File: src/rtl/bsg_manycore_sdr_reset_sequencer.sv
`default_nettype none
// ============================================================================
// Module      : bsg_manycore_sdr_reset_sequencer
// Description : Bring-up controller for one row of manycore-link-to-SDR tiles.
//               It releases the token, uplink, downlink and downstream resets in
//               that order. Each phase is held for H cycles, so the row's
//               daisy-chained reset path can settle before the next release.
// Revision    : 1.0 - initial release
// ============================================================================
module bsg_manycore_sdr_reset_sequencer #(
  parameter int hold_width_p  = 8,
  parameter int num_tiles_x_p = 16
) (
  input  logic                    clk_i,
  input  logic                    reset_n_i,
  input  logic                    start_i,
  input  logic [hold_width_p-1:0] hold_cycles_i,
  output logic                    async_token_reset_o,
  output logic                    async_uplink_reset_o,
  output logic                    async_downlink_reset_o,
  output logic                    async_downstream_reset_o,
  output logic                    busy_o,
  output logic                    done_o,
  output logic [2:0]              state_o
);

  typedef enum logic [2:0] {
    IDLE    = 3'd0,
    ASSERT  = 3'd1,
    TOK_REL = 3'd2,
    UP_REL  = 3'd3,
    DN_REL  = 3'd4,
    DS_REL  = 3'd5,
    DONE    = 3'd6
  } state_e;

  localparam logic [hold_width_p-1:0] c_one = {{(hold_width_p-1){1'b0}}, 1'b1};

  // The integration floor (hold >= tiles on the row) must be programmable
  // through the hold input. If it is not, no legal hold value exists.
  if (num_tiles_x_p > (2**hold_width_p) - 1) begin : g_floor_check
    $error("num_tiles_x_p cannot be represented in hold_cycles_i");
  end

  state_e                  r_state;
  state_e                  w_state_nxt;
  logic [hold_width_p-1:0] r_cnt;
  logic [hold_width_p-1:0] w_cnt_nxt;
  logic [hold_width_p-1:0] r_hold;
  logic [hold_width_p-1:0] w_hold_nxt;
  logic [hold_width_p-1:0] w_start_hold;

  // A hold value of zero is promoted to one cycle per phase.
  assign w_start_hold = (hold_cycles_i == '0) ? c_one : hold_cycles_i;

  // Next-state logic. An accepted start overrides every other transition.
  // Each phase lasts r_hold cycles, counted down from r_hold-1 to 0.
  always_comb begin
    w_state_nxt = r_state;
    w_cnt_nxt   = r_cnt;
    w_hold_nxt  = r_hold;
    if (start_i) begin
      w_state_nxt = ASSERT;
      w_hold_nxt  = w_start_hold;
      w_cnt_nxt   = w_start_hold - c_one;
    end else begin
      case (r_state)
        ASSERT, TOK_REL, UP_REL, DN_REL, DS_REL: begin
          if (r_cnt == '0) begin
            w_cnt_nxt = r_hold - c_one;
            case (r_state)
              ASSERT:  w_state_nxt = TOK_REL;
              TOK_REL: w_state_nxt = UP_REL;
              UP_REL:  w_state_nxt = DN_REL;
              DN_REL:  w_state_nxt = DS_REL;
              default: w_state_nxt = DONE;
            endcase
          end else begin
            w_cnt_nxt = r_cnt - c_one;
          end
        end
        IDLE, DONE: ;
        default: w_state_nxt = IDLE;
      endcase
    end
  end

  // State, counter, latched hold and registered Moore outputs.
  // The outputs are decoded from the next state, so they change on the same
  // edge as the state register.
  always_ff @(posedge clk_i or negedge reset_n_i) begin
    if (!reset_n_i) begin
      r_state                  <= IDLE;
      r_cnt                    <= '0;
      r_hold                   <= c_one;
      async_token_reset_o      <= 1'b1;
      async_uplink_reset_o     <= 1'b1;
      async_downlink_reset_o   <= 1'b1;
      async_downstream_reset_o <= 1'b1;
      busy_o                   <= 1'b0;
      done_o                   <= 1'b0;
      state_o                  <= IDLE;
    end else begin
      r_state                  <= w_state_nxt;
      r_cnt                    <= w_cnt_nxt;
      r_hold                   <= w_hold_nxt;
      async_token_reset_o      <= (w_state_nxt == IDLE) || (w_state_nxt == ASSERT);
      async_uplink_reset_o     <= (w_state_nxt == IDLE) || (w_state_nxt == ASSERT) ||
                                  (w_state_nxt == TOK_REL);
      async_downlink_reset_o   <= (w_state_nxt == IDLE) || (w_state_nxt == ASSERT) ||
                                  (w_state_nxt == TOK_REL) || (w_state_nxt == UP_REL);
      async_downstream_reset_o <= (w_state_nxt == IDLE) || (w_state_nxt == ASSERT) ||
                                  (w_state_nxt == TOK_REL) || (w_state_nxt == UP_REL) ||
                                  (w_state_nxt == DN_REL);
      busy_o                   <= (w_state_nxt != IDLE) && (w_state_nxt != DONE);
      done_o                   <= (w_state_nxt == DONE);
      state_o                  <= w_state_nxt;
    end
  end

endmodule
`default_nettype wire
File: config.mk
export PLATFORM = sky130hd
export DESIGN_NAME = bsg_manycore_sdr_reset_sequencer
export DESIGN_NICKNAME = d
export VERILOG_FILES = /design/src/rtl/bsg_manycore_sdr_reset_sequencer.sv
export SDC_FILE = /design/constraint.sdc
export NUM_CORES = 1
export LEC_CHECK = 0
export CORE_MARGIN = 2
export CORE_UTILIZATION = 55
export CTS_BUF_LIST = sky130_fd_sc_hd__clkbuf_4 sky130_fd_sc_hd__clkbuf_8
export DETAILED_ROUTE_END_ITERATION = 10
export GPL_TIMING_DRIVEN = 0
export HOLD_SLACK_MARGIN = 0.15
export PLACE_DENSITY = 0.81
export SETUP_SLACK_MARGIN = 0.5
export SLEW_MARGIN = 20
export SYNTH_ARGS = -nofsm -noshare
export SYNTH_HDL_FRONTEND = slang
export SYNTH_SLANG_ARGS = --single-unit
File: constraint.sdc
create_clock -name clk_i -period 2.34 [get_ports clk_i]
set_input_delay 0.351 -clock clk_i [delete_from_list [all_inputs] [get_ports clk_i]]
set_output_delay 0.351 -clock clk_i [all_outputs]
set_load 0.02 [all_outputs]
==> qor.csv, run 1 <==
metric;value;unit
DRC marker count from the first detailed-route iteration;40;
CTS Buf Count;3;
biggest regs;r_cnt: 8 flops, r_hold: 8 flops, r_state: 3 flops;
number of global-route vias before repair;1287;
initial core utilization;0.571;
GP Congestion;0.906;
critical-path cell list;nor4_4 > a311oi_2 > or2_2 > ha_2 > o211ai_1 > a21oi_2 > nand3_1 > xnor2_1 > o21ai_1;
routed wire length on met2;1.96;mm
Yosys top cell by area;dfrtp_1;
crit-path max cell delay;0.45;ns
MaxCap Viol Count;0;
Layout Nets;202;
share of layout cells above drive strength 1;0.349;
routed wire length;3.85;mm
DRT met1 WL;1.40;mm
clock root cell;clkbuf_4;
GRT Util Overall;0.276;
slowest CP cell;dfrtp_1;
largest net degree at the start of global routing;26;
clock skew;0.0156;ns
Hold Slack;0.507;ns
crit end category;flop;
DR DRC count;0;
core footprint;2430;um^2
Avg Cell Area, Syn;9.26;um^2
Die Wd;54.3;um
worst setup path startpoint;r_cnt[6];
cell leakage power;0.745;nW
Post-synth EDFFs;0;
first-pass GRT wire length;5.79;mm
Min-Delay Path Class;input port to asynchronous set/reset pin;
DP HPWL;2.30;mm
Syn Inst Count;150;
fin. max-slew vios;0;
critical setup path kind;flop to flop;
initial antenna violation count;0;
commonest cells in the netlist;dfrtp_1, nor2_1, nand2_1, o21ai_0, a21oi_1;
reg2reg start;r_cnt[6];
Syn Std Cell Area;1390;um^2
final core occ;0.771;
Netlist cell types;46;
Req. time, crit path;2.55;ns
highest metal used;met4;
CP bufs+invs;0;
PortBufs;19;
CP delay by family, top;simple AND/OR/NAND/NOR gates;
DR vias;1392;
drt first pass iters;4;
sequential-to-total area share from yosys stat;0.455;
I/O pin count;20;
Slew headroom;0.632;
diode count;0;
Final period util;0.907;
Syn Nets;162;
worst skew pair latency;0.34;ns
clk slew on worst S/H paths;0.15;ns
endpoints failing setup;0;
top cell type's share of synthesized area;0.360;
number of clock sinks;25;
Post-synth ARST share;1.00;
clk buf depth;2;
fmax;0.471;GHz
Routed wire per std cell;17.6;um
unrepaired setup endpoints after global routing;true;
Worst EP arrival;2.33;ns
status;finished clean;
startpoint types;flop;
Yosys warnings;0;
placed cells;199;
CP max FO;4;
TritonCTS clock tree;yes;
area of the die;2940;um^2
met3 routed WL;337;um
Design Power;1.02;mW
row count;18;
ranking of synthesized cells by area;dfrtp_1, dfstp_2, nor2_1;
pwr dens;544;nW/um^2
synthesized flop and latch total;25;
GR Overflow Total;0;
Post-synth top flop;dfrtp_1;
Hold Vio Cnt, Final;0;
measured slew at the worst slew-check pin;0.552;ns
vias per cell;6.36;
Worst VDD drop;0.492;mV
P&R area growth vs syn;35.0;%
final worst path period need;2.12;ns
H-tree levels;1;
final cell count without fillers;219;
number of routed nets with antenna violations;0;
die height;54.3;um
[power by group]
group | leakage, nW | switching, mW | internal, mW
Clock | 0.0184 | 0.139 | 0.0786
Sequential | 0.283 | 0.0641 | 0.479
Combinational | 0.444 | 0.130 | 0.128
Total | 0.745 | 0.333 | 0.686
[metrics by stage]
stage	setup TNS [ns]	setup WS, ns	instance area, um^2
after floorplan	0	0.256	1410
after global placement	-1.64	-0.685	1630
after detailed placement	-1.76	-0.723	1630
after CTS	0	0.244	1790
after global routing	0	0.0861	1870
final	0	0.217	1870
[layout make-up]
type | instances | area (um^2)
inverter | 8 | 30.0
fill | 163 | 558
tap | 30 | 37.5
multi-input combinational | 110 | 744
sequential | 25 | 639
timing repair buffer | 35 | 329
buffer | 7 | 63.8
clock buffer | 4 | 30.0
[layout by cell type, fill, tap and decap left out, types with 2 or more instances in the layout]
cell type        instances
nor2_1                  20
buf_4                   15
nand2_1                 14
dfrtp_1                 14
clkdlybuf4s50_1         12
o21ai_0                 10
clkbuf_4                 8
a21oi_1                  8
inv_1                    7
dfrtp_2                  6
dfstp_2                  5
dlymetal6s2s_1           5
a21oi_2                  4
o21ai_1                  4
mux2_2                   4
nand3_1                  3
xor2_1                   3
nor3_1                   2
nor4_4                   2
nor3_2                   2
or2_2                    2
buf_8                    2
o211ai_2                 2
and2_1                   2
a22oi_1                  2
xnor2_1                  2
[cell families after synthesis]
family	count (synthesis)	synth area share
buffers and inverters	15	0.0513
DFF	25	0.455
muxes	5	0.0396
AOI/OAI and AO/OA	45	0.218
xor gates and xnor gates	5	0.0315
adders and majority gates	1	0.00901
and+or+nand+nor	54	0.196
[layer usage]
metal / up-vias / GRT usage
met2: 97 / 0.464
met1: 650 / 0.337
li1: 619 / -
met4: 0 / 0.113
met5: - / 0
met3: 26 / 0.0683
[worst paths after layout]
check                              to  slack [ns]  cells past startpoint
min in group clk_i          r_hold[5]        0.52                      2
max reg2reg                  r_cnt[6]        0.22                      9
min reg2reg                 r_hold[5]        0.52                      2
max in group asynchronous    r_cnt[5]        1.42                      2
max                          r_cnt[6]        0.22                      9
min                        r_state[2]        0.51                      2
[what timing repair did]
action                                  in CTS  in global routing
endpoints found under the hold margin        0                 20
resized for setup                           28                  8
endpoints found under the setup margin      17                 16
hold buffers                                 0                  1
pin swaps                                    8                  3
gates cloned                                 0                  0
setup buffers                                8                  7
(Power assumes the default switching activity.)
==> inputs of run 2 (changes only) <==
- CAP_MARGIN: default -> 10
==> results of run 2 <==
No change in the layout: final DEF, timing and power equal those of run 1.
==> inputs of run 3 (changes only) <==
- SLEW_MARGIN: 20 -> 10
==> qor.csv, run 3 (synthesized netlist as in run 1, its figures left out) <==
metric;value;unit;change
status;finished clean;;
share of layout cells above drive strength 1;0.346;;-0.00346
Min-Delay Path Class;flop to flop;;
Worst VDD drop;0.492;mV;-0.13%
GP Congestion;0.906;;unchanged
die height;54.3;um;unchanged
measured slew at the worst slew-check pin;1.09;ns;+0.539 ns
RR Endpoint;r_cnt[6];;
endpoints failing setup;0;;unchanged
sw frac;0.326;;-0.00145
P&R area growth vs syn;34.6;%;
number of clock sinks;25;;unchanged
initial antenna violation count;0;;unchanged
diode count;0;;unchanged
clock root cell;clkbuf_4;;
Int Pwr;0.685;mW;about the same
final worst path period need;2.12;ns;+0.000483 ns
clock share of power;0.212;;-0.002
GRT Util Overall;0.276;;unchanged
Worst EP arrival;2.33;ns;about the same
PortBufs;19;;unchanged
Die Wd;54.3;um;unchanged
Design Power;1.02;mW;-0.25%
hold buffers post-CTS;0;;unchanged
area of the die;2940;um^2;unchanged
biggest regs;r_cnt: 8 flops, r_hold: 8 flops, r_state: 3 flops;;
largest net degree at the start of global routing;26;;unchanged
fmax;0.471;GHz;about the same
MaxCap Viol Count;0;;unchanged
clk slew on worst S/H paths;0.15;ns;about the same
hold path cells;2;;
Routed wire per std cell;17.6;um;+0.38%
CP bufs+invs;1;;+1
number of global-route vias before repair;1287;;unchanged
CP most frequent cell;a21oi_2;;
initial core utilization;0.571;;unchanged
CTS Buf Count;3;;unchanged
number of routed nets with antenna violations;0;;unchanged
clk buf depth;2;;unchanged
CP delay by family, top;compound AO/OA/AOI/OAI gates;;
most frequent cells in the layout;nor2_1, buf_4, nand2_1, dfrtp_1, clkdlybuf4s50_1;;
Comb pwr share;0.254;;about the same
design area;1870;um^2;-0.27%
cell leakage power;0.741;nW;-0.56%
DR vias;1391;;-0.072%
Final period util;0.907;;about the same
DP HPWL;2.30;mm;unchanged
H-tree levels;1;;unchanged
startpoint types;flop;;
critical-path cell list;nor4_4 > and2_4 > buf_8 > a21oi_2 > nor2_1 > a21oi_1 > ha_2 > o211ai_1 > a21oi_2 > nand3_1 > xnor2_1 > o21ai_1;;
pwr dens;544;nW/um^2;about the same
sequential power share;0.534;;about the same
clock skew;0.0182;ns;+0.00257 ns
I/O pin count;20;;unchanged
crit-path max cell delay;0.47;ns;+0.02 ns
Slew headroom;0.270;;-0.362
Hold Vio Cnt, Final;0;;unchanged
crit end category;flop;;
row count;18;;unchanged
routed wire length;3.84;mm;about the same
CP max FO;5;;+1
first-pass GRT wire length;5.79;mm;unchanged
drt first pass iters;4;;unchanged
worst skew pair latency;0.34;ns;about the same
hold endpoint;r_hold[5];;
Layout Nets;201;;-0.50%
Hold Crit Start;r_hold[5];;
DRC marker count from the first detailed-route iteration;57;;+43%
GR Overflow Total;0;;unchanged
commonest non-fill, non-tap cell in the layout;nor2_1;;
dpl cell area;1630;um^2;unchanged
sw power;0.331;mW;-0.69%
reg2reg start;r_cnt[2];;
DR DRC count;0;;unchanged
slowest CP cell;dfrtp_2;;
FF-to-FF setup slack;0.22;ns;about the same
fin. max-slew vios;0;;unchanged
unrepaired setup endpoints after global routing;true;;
critical setup path kind;flop to flop;;
Req. time, crit path;2.54;ns;about the same
FF-to-FF path depth;12;;+3
TritonCTS clock tree;yes;;
core footprint;2430;um^2;unchanged
vias per cell;6.38;;+0.39%
run 3: changes by cell type in the layout (fill, tap and decap cells not counted), sizes merged:
cell           delta
dlygate4sd3       -1
clkdlybuf4s50     +1
buf               -1
run 3: layout make-up:
class	instances	area (um^2)
multi-input combinational	110	744
sequential	25	639
fill	165	563
timing repair buffer	34	324
buffer	7	63.8
tap	30	37.5
clock buffer	4	30.0
inverter	8	30.0
run 3: power groups by stage:
stage / combinational [mW] / sequential (mW) / clock (mW)
after floorplan: 0.133 / 0.531 / 0
after global placement: 0.184 / 0.543 / 0
after detailed placement: 0.192 / 0.544 / 0
after CTS: 0.221 / 0.541 / 0.209
after global routing: 0.282 / 0.547 / 0.235
final: 0.258 / 0.543 / 0.215
run 3: worst min-delay path, delay by kind of cell (launching register included):
kind / cells / cell delay (ns)
DFF: 1 / 0.35
and+or+nand+nor: 2 / 0.15
run 3: how the worst max path moves through the flow:
stage,cells past startpoint,end,start
2_1_floorplan,12,r_cnt[6],r_cnt[2]
3_3_place_gp,12,r_cnt[6],start_i
3_5_place_dp,12,r_cnt[6],start_i
4_1_cts,9,r_cnt[6],r_cnt[7]
5_1_grt,12,r_cnt[6],r_cnt[4]
6_report,12,r_cnt[6],r_cnt[2]
run 3: layer usage:
metal	up-vias	global-route usage	part of all wire
met4	0	0.113	0.042
met2	85	0.464	0.51
met3	26	0.0683	0.075
met5	-	0	0
met1	667	0.337	0.37
li1	613	-	-
run 3: metrics by stage:
stage | utilization | std cells | setup slack [ns] | hold slack (ns) | TNS, ns
final | 0.769 | 218 | 0.217 | 0.518 | 0
after floorplan | - | 150 | 0.256 | 0.0554 | 0
after detailed placement | 0.672 | 199 | -0.723 | 0.487 | -1.76
after global placement | 0.672 | 199 | -0.685 | 0.472 | -1.64
after global routing | 0.769 | 218 | 0.0861 | 0.545 | 0
after CTS | 0.735 | 211 | 0.244 | 0.507 | 0
run 3: repair_timing:
item	in CTS	in global routing
buffers inserted	8	7
pin swaps	8	3
endpoints found under the setup margin	17	16
gates resized for setup	28	8
